File: src/rtl/frame_writer_pkg.sv
// Shared pixel types and frame-writer FSM encoding.
// RGB565 packing helper used by frame_writer (FRAME_WRITER_RGB565_EN).
package frame_writer_pkg;

  typedef struct packed {
    logic [7:0] r;
    logic [7:0] g;
    logic [7:0] b;
    logic [7:0] a;
  } pixel_t;

  typedef struct packed {
    logic [4:0] r;
    logic [5:0] g;
    logic [4:0] b;
  } rgb565_t;

  typedef enum logic [1:0] {
    IDLE,
    ACTIVE,
    FLUSH,
    DONE
  } frame_state_t;

  function automatic rgb565_t to_rgb565(
    input pixel_t p
  );
    rgb565_t q;
    q.r = p.r[7:3];
    q.g = p.g[7:2];
    q.b = p.b[7:3];
    return q;
  endfunction

endpackage

File: src/rtl/sync_fifo.sv
// Single-clock FIFO with a registered head output.
// dout_o always shows the oldest entry while !empty_o.
module sync_fifo #(
  parameter int DEPTH = 8,
  parameter int WIDTH = 32,
  localparam int AW = $clog2(DEPTH),
  localparam int CW = AW + 1
) (
  input  logic             clk_i,
  input  logic             rst_ni,
  input  logic             push_i,
  input  logic             pop_i,
  input  logic [WIDTH-1:0] din_i,
  output logic             full_o,
  output logic             empty_o,
  output logic [CW-1:0]    count_o,
  output logic [WIDTH-1:0] dout_o
);

  logic [WIDTH-1:0] mem_q [DEPTH];
  logic [AW-1:0]    wr_q, wr_d;
  logic [AW-1:0]    rd_q, rd_d;
  logic [CW-1:0]    cnt_q, cnt_d;
  logic [WIDTH-1:0] dout_q, dout_d;
  logic             do_push;
  logic             do_pop;

  assign empty_o = (cnt_q == '0);
  assign full_o  = (cnt_q == CW'(DEPTH));
  assign count_o = cnt_q;
  assign dout_o  = dout_q;

  assign do_pop  = pop_i && !empty_o;
  assign do_push = push_i && (!full_o || do_pop);

  // Head register tracks the next oldest entry, bypassing din on empty.
  always_comb begin
    wr_d   = wr_q;
    rd_d   = rd_q;
    cnt_d  = cnt_q;
    dout_d = dout_q;
    if (do_push) wr_d = wr_q + AW'(1);
    if (do_pop)  rd_d = rd_q + AW'(1);
    cnt_d = cnt_q + CW'(do_push) - CW'(do_pop);
    if (do_push && (wr_q == rd_d)) begin
      dout_d = din_i;
    end else begin
      dout_d = mem_q[rd_d];
    end
  end

  always_ff @(posedge clk_i) begin
    if (do_push) mem_q[wr_q] <= din_i;
  end

  always_ff @(posedge clk_i or negedge rst_ni) begin
    if (!rst_ni) begin
      wr_q   <= '0;
      rd_q   <= '0;
      cnt_q  <= '0;
      dout_q <= '0;
    end else begin
      wr_q   <= wr_d;
      rd_q   <= rd_d;
      cnt_q  <= cnt_d;
      dout_q <= dout_d;
    end
  end

endmodule

File: src/rtl/frame_writer.sv
// Raster pixel stream to linear framebuffer writer.
// FRAME_WRITER_RGB565_EN packs two RGB565 pixels per word.
module frame_writer
  import frame_writer_pkg::*;
#(
  parameter int WIDTH      = 640,
  parameter int HEIGHT     = 480,
  parameter int FIFO_DEPTH = 8,
  parameter int ADDR_W     = 32
) (
  input  logic                      pixel_clk,
  input  logic                      rst_n,
  input  logic                      frame_start,
  input  logic [ADDR_W-1:0]         base_addr,
  input  logic [31:0]               pixel_data,
  input  logic                      pixel_valid,
  output logic                      pixel_ready,
  output logic [$clog2(WIDTH)-1:0]  cur_x,
  output logic [$clog2(HEIGHT)-1:0] cur_y,
  output logic [ADDR_W-1:0]         mem_addr,
  output logic [31:0]               mem_wdata,
  output logic                      mem_we,
  input  logic                      mem_ready,
  output logic                      busy,
  output logic                      frame_done
);

  localparam int XW = $clog2(WIDTH);
  localparam int YW = $clog2(HEIGHT);
  localparam int CW = $clog2(FIFO_DEPTH) + 1;
  localparam logic [XW-1:0] X_LAST = XW'(WIDTH - 1);
  localparam logic [YW-1:0] Y_LAST = YW'(HEIGHT - 1);
  localparam logic [CW:0]   RDY_MAX = (CW+1)'(FIFO_DEPTH - 2);

  frame_state_t      state_q, state_d;
  logic [ADDR_W-1:0] base_q, base_d;
  logic [ADDR_W-1:0] widx_q, widx_d;
  logic [XW-1:0]     x_q, x_d;
  logic [YW-1:0]     y_q, y_d;
  logic              rdy_q, rdy_d;
  logic              clr;

  logic              push;
  logic              pop;
  logic              full;
  logic              empty;
  logic [CW-1:0]     count;
  logic [31:0]       din;
  logic [31:0]       dout;
  logic [CW:0]       occ_next;
  logic              xfer;
  logic              last;

  assign xfer = pixel_valid && rdy_q && !full;
  assign last = (x_q == X_LAST) && (y_q == Y_LAST);
  assign pop  = !empty && mem_ready;

`ifdef FRAME_WRITER_RGB565_EN
  if (((WIDTH * HEIGHT) % 2) != 0) begin : g_odd_frame
    $error("frame_writer: WIDTH*HEIGHT must be even for RGB565");
  end

  logic    half_q, half_d;
  rgb565_t lo_q, lo_d;

  assign push = xfer && half_q;
  assign din  = {to_rgb565(pixel_t'(pixel_data)), lo_q};

  // Even pixel parks in lo_q until its odd partner arrives.
  always_comb begin
    half_d = half_q;
    lo_d   = lo_q;
    if (clr) begin
      half_d = 1'b0;
    end else if (xfer) begin
      half_d = !half_q;
      if (!half_q) lo_d = to_rgb565(pixel_t'(pixel_data));
    end
  end

  always_ff @(posedge pixel_clk or negedge rst_n) begin
    if (!rst_n) begin
      half_q <= 1'b0;
      lo_q   <= '0;
    end else begin
      half_q <= half_d;
      lo_q   <= lo_d;
    end
  end
`else
  assign push = xfer;
  assign din  = pixel_data;
`endif

  sync_fifo #(
    .DEPTH (FIFO_DEPTH),
    .WIDTH (32)
  ) u_fifo (
    .clk_i   (pixel_clk),
    .rst_ni  (rst_n),
    .push_i  (push),
    .pop_i   (pop),
    .din_i   (din),
    .full_o  (full),
    .empty_o (empty),
    .count_o (count),
    .dout_o  (dout)
  );

  always_comb begin
    state_d = state_q;
    base_d  = base_q;
    x_d     = x_q;
    y_d     = y_q;
    clr     = 1'b0;
    unique case (state_q)
      IDLE: begin
        if (frame_start) begin
          base_d  = base_addr;
          x_d     = '0;
          y_d     = '0;
          clr     = 1'b1;
          state_d = ACTIVE;
        end
      end
      ACTIVE: begin
        if (xfer) begin
          if (x_q == X_LAST) begin
            x_d = '0;
            y_d = (y_q == Y_LAST) ? '0 : y_q + YW'(1);
          end else begin
            x_d = x_q + XW'(1);
          end
          if (last) state_d = FLUSH;
        end
      end
      FLUSH: begin
        if (empty) state_d = DONE;
      end
      DONE: begin
        state_d = IDLE;
      end
      default: begin
        state_d = IDLE;
      end
    endcase
  end

  // Ready is a registered function of next occupancy: no mem_ready path.
  always_comb begin
    occ_next = {1'b0, count} + (CW+1)'(push) - (CW+1)'(pop);
    rdy_d    = (state_d == ACTIVE) && (occ_next <= RDY_MAX);
    widx_d   = widx_q;
    if (clr) begin
      widx_d = '0;
    end else if (pop) begin
      widx_d = widx_q + ADDR_W'(1);
    end
  end

  always_ff @(posedge pixel_clk or negedge rst_n) begin
    if (!rst_n) begin
      state_q <= IDLE;
      base_q  <= '0;
      widx_q  <= '0;
      x_q     <= '0;
      y_q     <= '0;
      rdy_q   <= 1'b0;
    end else begin
      state_q <= state_d;
      base_q  <= base_d;
      widx_q  <= widx_d;
      x_q     <= x_d;
      y_q     <= y_d;
      rdy_q   <= rdy_d;
    end
  end

  assign pixel_ready = rdy_q;
  assign cur_x       = x_q;
  assign cur_y       = y_q;
  assign mem_we      = !empty;
  assign mem_wdata   = dout;
  assign mem_addr    = base_q + (widx_q << 2);
  assign busy        = (state_q != IDLE);
  assign frame_done  = (state_q == DONE);

endmodule

File: config.mk
export PLATFORM = sky130hd
export DESIGN_NAME = frame_writer
export DESIGN_NICKNAME = d
export VERILOG_FILES = /design/src/rtl/frame_writer_pkg.sv /design/src/rtl/sync_fifo.sv /design/src/rtl/frame_writer.sv
export SDC_FILE = /design/constraint.sdc
export NUM_CORES = 1
export LEC_CHECK = 0
export CORE_UTILIZATION = 40
export CTS_CLUSTER_DIAMETER = 200
export DETAILED_ROUTE_END_ITERATION = 8
export PLACE_DENSITY_LB_ADDON = 0.08
export RECOVER_POWER = 25
export SYNTH_ARGS = -nofsm -noshare
export SYNTH_HDL_FRONTEND = slang
export SYNTH_SLANG_ARGS = --single-unit
File: constraint.sdc
create_clock -name pixel_clk -period 5.4 [get_ports pixel_clk]
set_input_delay 0.54 -clock pixel_clk [delete_from_list [all_inputs] [get_ports pixel_clk]]
set_output_delay 0.54 -clock pixel_clk [all_outputs]
set_load 0.02 [all_outputs]
==> results.md <==
* Status: finished, violations left
* Failing checks: max-capacitance violations, max-slew violations
* PortBufs at 155
* Ys async rst share at 32.98%
* Commonest non-fill, non-tap cell in the layout: edfxtp_1
* Setup CP Type: register to output pin
* WP buf/inv at 1
* IO Pins at 156
* Rel. slew slack at -185.0%
* Flops & latches, synth at 382
* Crit path max-delay family: compound AO/OA/AOI/OAI gates
* Global Route Usage Sum at 18.32%
* Clk sinks at 382
* Post-synth top flop: edfxtp_1
* Worst vdd ir at 0.3200 mV
* Clk buf depth at 3
* Pleak at 7.463 nW
* EDFF count, synth at 256
* Most frequent cells in the layout: 256 x edfxtp_1, 137 x clkdlybuf4s50_1, 126 x dfrtp_1
* Final ANT Viol Nets at 0
* Avg Synthesized Cell Area at 14.64 um2
* Final WS setup at 1.138 ns
* Die width at 207.4 um
* Wire length per cell at 20.41 um
* Netlist cell types at 68
* Vias at 10100
* Slew Viols, Final at 83
* Worst hold slack at 0.5090 ns
* RSZ-0062 raised after global routing: no
* Crit end category: output pin
* CTS Buf Count at 43
* Share of layout cells above drive strength 1 at 14.58%
* Max-cap violations at 1
* Pwr/cell area at 527.8 nW/um2
* Tot Pwr at 10.82 mW
* TritonRoute pass-1 iters at 5
* Measured slew at the worst slew-check pin at 4.275 ns
* Tcrit/Tclk final at 78.92%
* Clk Latency, worst-skew pair at 0.57 ns
* Setup Fix Bufs, Post-CTS at 0
* First-pass GRT wire length at 60.94 mm
* Drt first-iter violations at 595
* Fill count at 3521
* Syn Inst Count at 1153
* Worst Path Arrival at 3.72 ns
* Netlist Area Pre-Place at 16880 um2
* Pin count of the biggest net entering global routing at 83
* Die height at 207.4 um
* Number of H-tree levels at 2
* Resized cells post-CTS at 0
* Dpl ws at 1.759 ns
* Clk root buf: clkbuf_16
* Max Fclk at 234.6 MHz
* Overflow after GRT at 0
* Syn. warnings at 0
* Syn-to-layout area delta at 21.40%
* Initial antenna violation count at 3
* HP Class: register to register
* Post-route DRC at 0
* Final WL at 38.60 mm
* Mapped Nets at 1265
* Cell Chain, Critical Path: ha_1, a21o_1, a31o_2, o211a_1, o21ai_0, o31ai_1, nor3_1, clkdlybuf4s50_1
* Gp weighted congestion at 0.8411
* Nets at 1437
* DP Area at 19120 um2
* Vias/cell at 5.339
* Seq/Total Area, Yosys at 64.22%
* CTS tree: yes
* Final Instance Area at 20490 um2
* CP max FO at 5
* Core area at 41200 um2
* Clk_skew at 0.01678 ns
* Num rows at 74
* Setup violators final at 0
* Fin Setup TNS at 0 ns
* Area occupied by multi-input gates at 5792 um2
* Clock transition at the registers of the reported paths at 0.05 ns
* Vias in the first global route at 10440
* Data required time of the critical path at 4.86 ns
* Min Tclk post-route at 4.262 ns
* Final Hold Vio Count at 0
* Hold_buf cts at 0
* Initial Utilization at 40.97%
* Worst path max stage delay at 0.67 ns
* Sequential Area at 10840 um2
* Post-DP HPWL at 23.46 mm
* Worst setup SP type: register
* DIE AREA at 43030 um2
* Slowest CP cell: o21ai_0
[routing by layer]
metal  global-route usage (%)  wire (um)
met1                    24.50      17360
met2                    30.28      18680
met3                    3.298       1631
met4                    5.944        898
met5                        0         27
[worst reg2reg max path, delay by kind of cell (launching register included)]
family          cells  cell delay [ns]
simple gates        4             0.99
fa+ha+maj           1             0.18
buf+inv             3             0.69
compound gates      2             1.06
flops               1             0.37
[cells in the mapped netlist (12+ instances only)]
cell type | n | area (um2)
a21oi_1 | 44 | 220.2
and3_1 | 12 | 75.07
clkbuf_1 | 22 | 82.58
dfrtp_1 | 126 | 3153
edfxtp_1 | 256 | 7687
ha_1 | 41 | 513.0
inv_1 | 28 | 105.1
mux2_2 | 31 | 349.1
mux2i_1 | 35 | 350.3
mux4_2 | 64 | 1441
nand2_1 | 93 | 349.1
nand3_1 | 23 | 115.1
nand4_1 | 17 | 106.4
nor2_1 | 65 | 244.0
nor3_1 | 14 | 70.07
o21ai_0 | 72 | 360.4
xnor2_1 | 33 | 289.0
xor2_1 | 28 | 245.2
[per-stage QoR]
step | instances | util (%)
CTS | 1890 | 49.74
global placement | 1812 | 46.40
floorplan | 1153 | -
finish | 1891 | 49.74
global route | 1891 | 49.74
detailed placement | 1812 | 46.40
[final timing paths]
kind / start / end / slack [ns] / cells after the start
setup / recovery: widx_q[4] / mem_addr[31] / 1.14 / 8
hold / removal: base_q[0] / base_q[0] / 0.51 / 1
setup reg to reg: u_fifo.count_o[3] / u_fifo.dout_o[30] / 2.00 / 10
hold reg to reg: base_q[0] / base_q[0] / 0.51 / 1
max in group asynchronous: rst_n / cur_y[3] / 1.33 / 1
min in group asynchronous: rst_n / u_fifo.dout_o[28] / 1.62 / 1
[final cells by class]
type | count | share of cell area [%]
Antenna cell | 1 | 0.01221
Clock buffer | 52 | 5.415
Clock inverter | 26 | 1.307
Inverter | 30 | 0.5495
Multi-Input combinational cell | 696 | 28.26
Sequential cell | 382 | 52.90
Tap cell | 532 | 3.248
Timing Repair Buffer | 172 | 8.309
[flip-flops by register name, indices dropped and copies added, names as in the netlist]
register        count
base_q             32
cur_x              10
cur_y               9
pixel_ready         1
state_q             2
u_fifo.count_o      4
u_fifo.dout_o      32
u_fifo.mem_q      256
u_fifo.rd_q         3
u_fifo.wr_q         3
widx_q             30
[cells by family (layout without fill, tap and decap cells)]
| group | after synthesis | after routing | share of synthesized area, % |
|---|---|---|---|
| XOR/XNOR | 61 | 61 | 3.165 |
| multiplexers | 130 | 130 | 12.68 |
| buffers and inverters | 75 | 280 | 1.838 |
| flip-flops | 382 | 382 | 64.22 |
| other | 0 | 1 | 0 |
| AO/OA/AOI/OAI | 183 | 183 | 6.775 |
| AND/OR/NAND/NOR | 279 | 279 | 8.049 |
| adder cells (fa/ha/maj) | 43 | 43 | 3.276 |
[where the power goes]
group | switching, mW | leakage (nW) | internal, mW
combinational | 2.16 | 2.93 | 1.93
clock | 1.21 | 0.654 | 1.67
sequential | 0.278 | 3.87 | 3.57
total | 3.64 | 7.46 | 7.17
No activity file was read; power rests on OpenSTA's default activity.
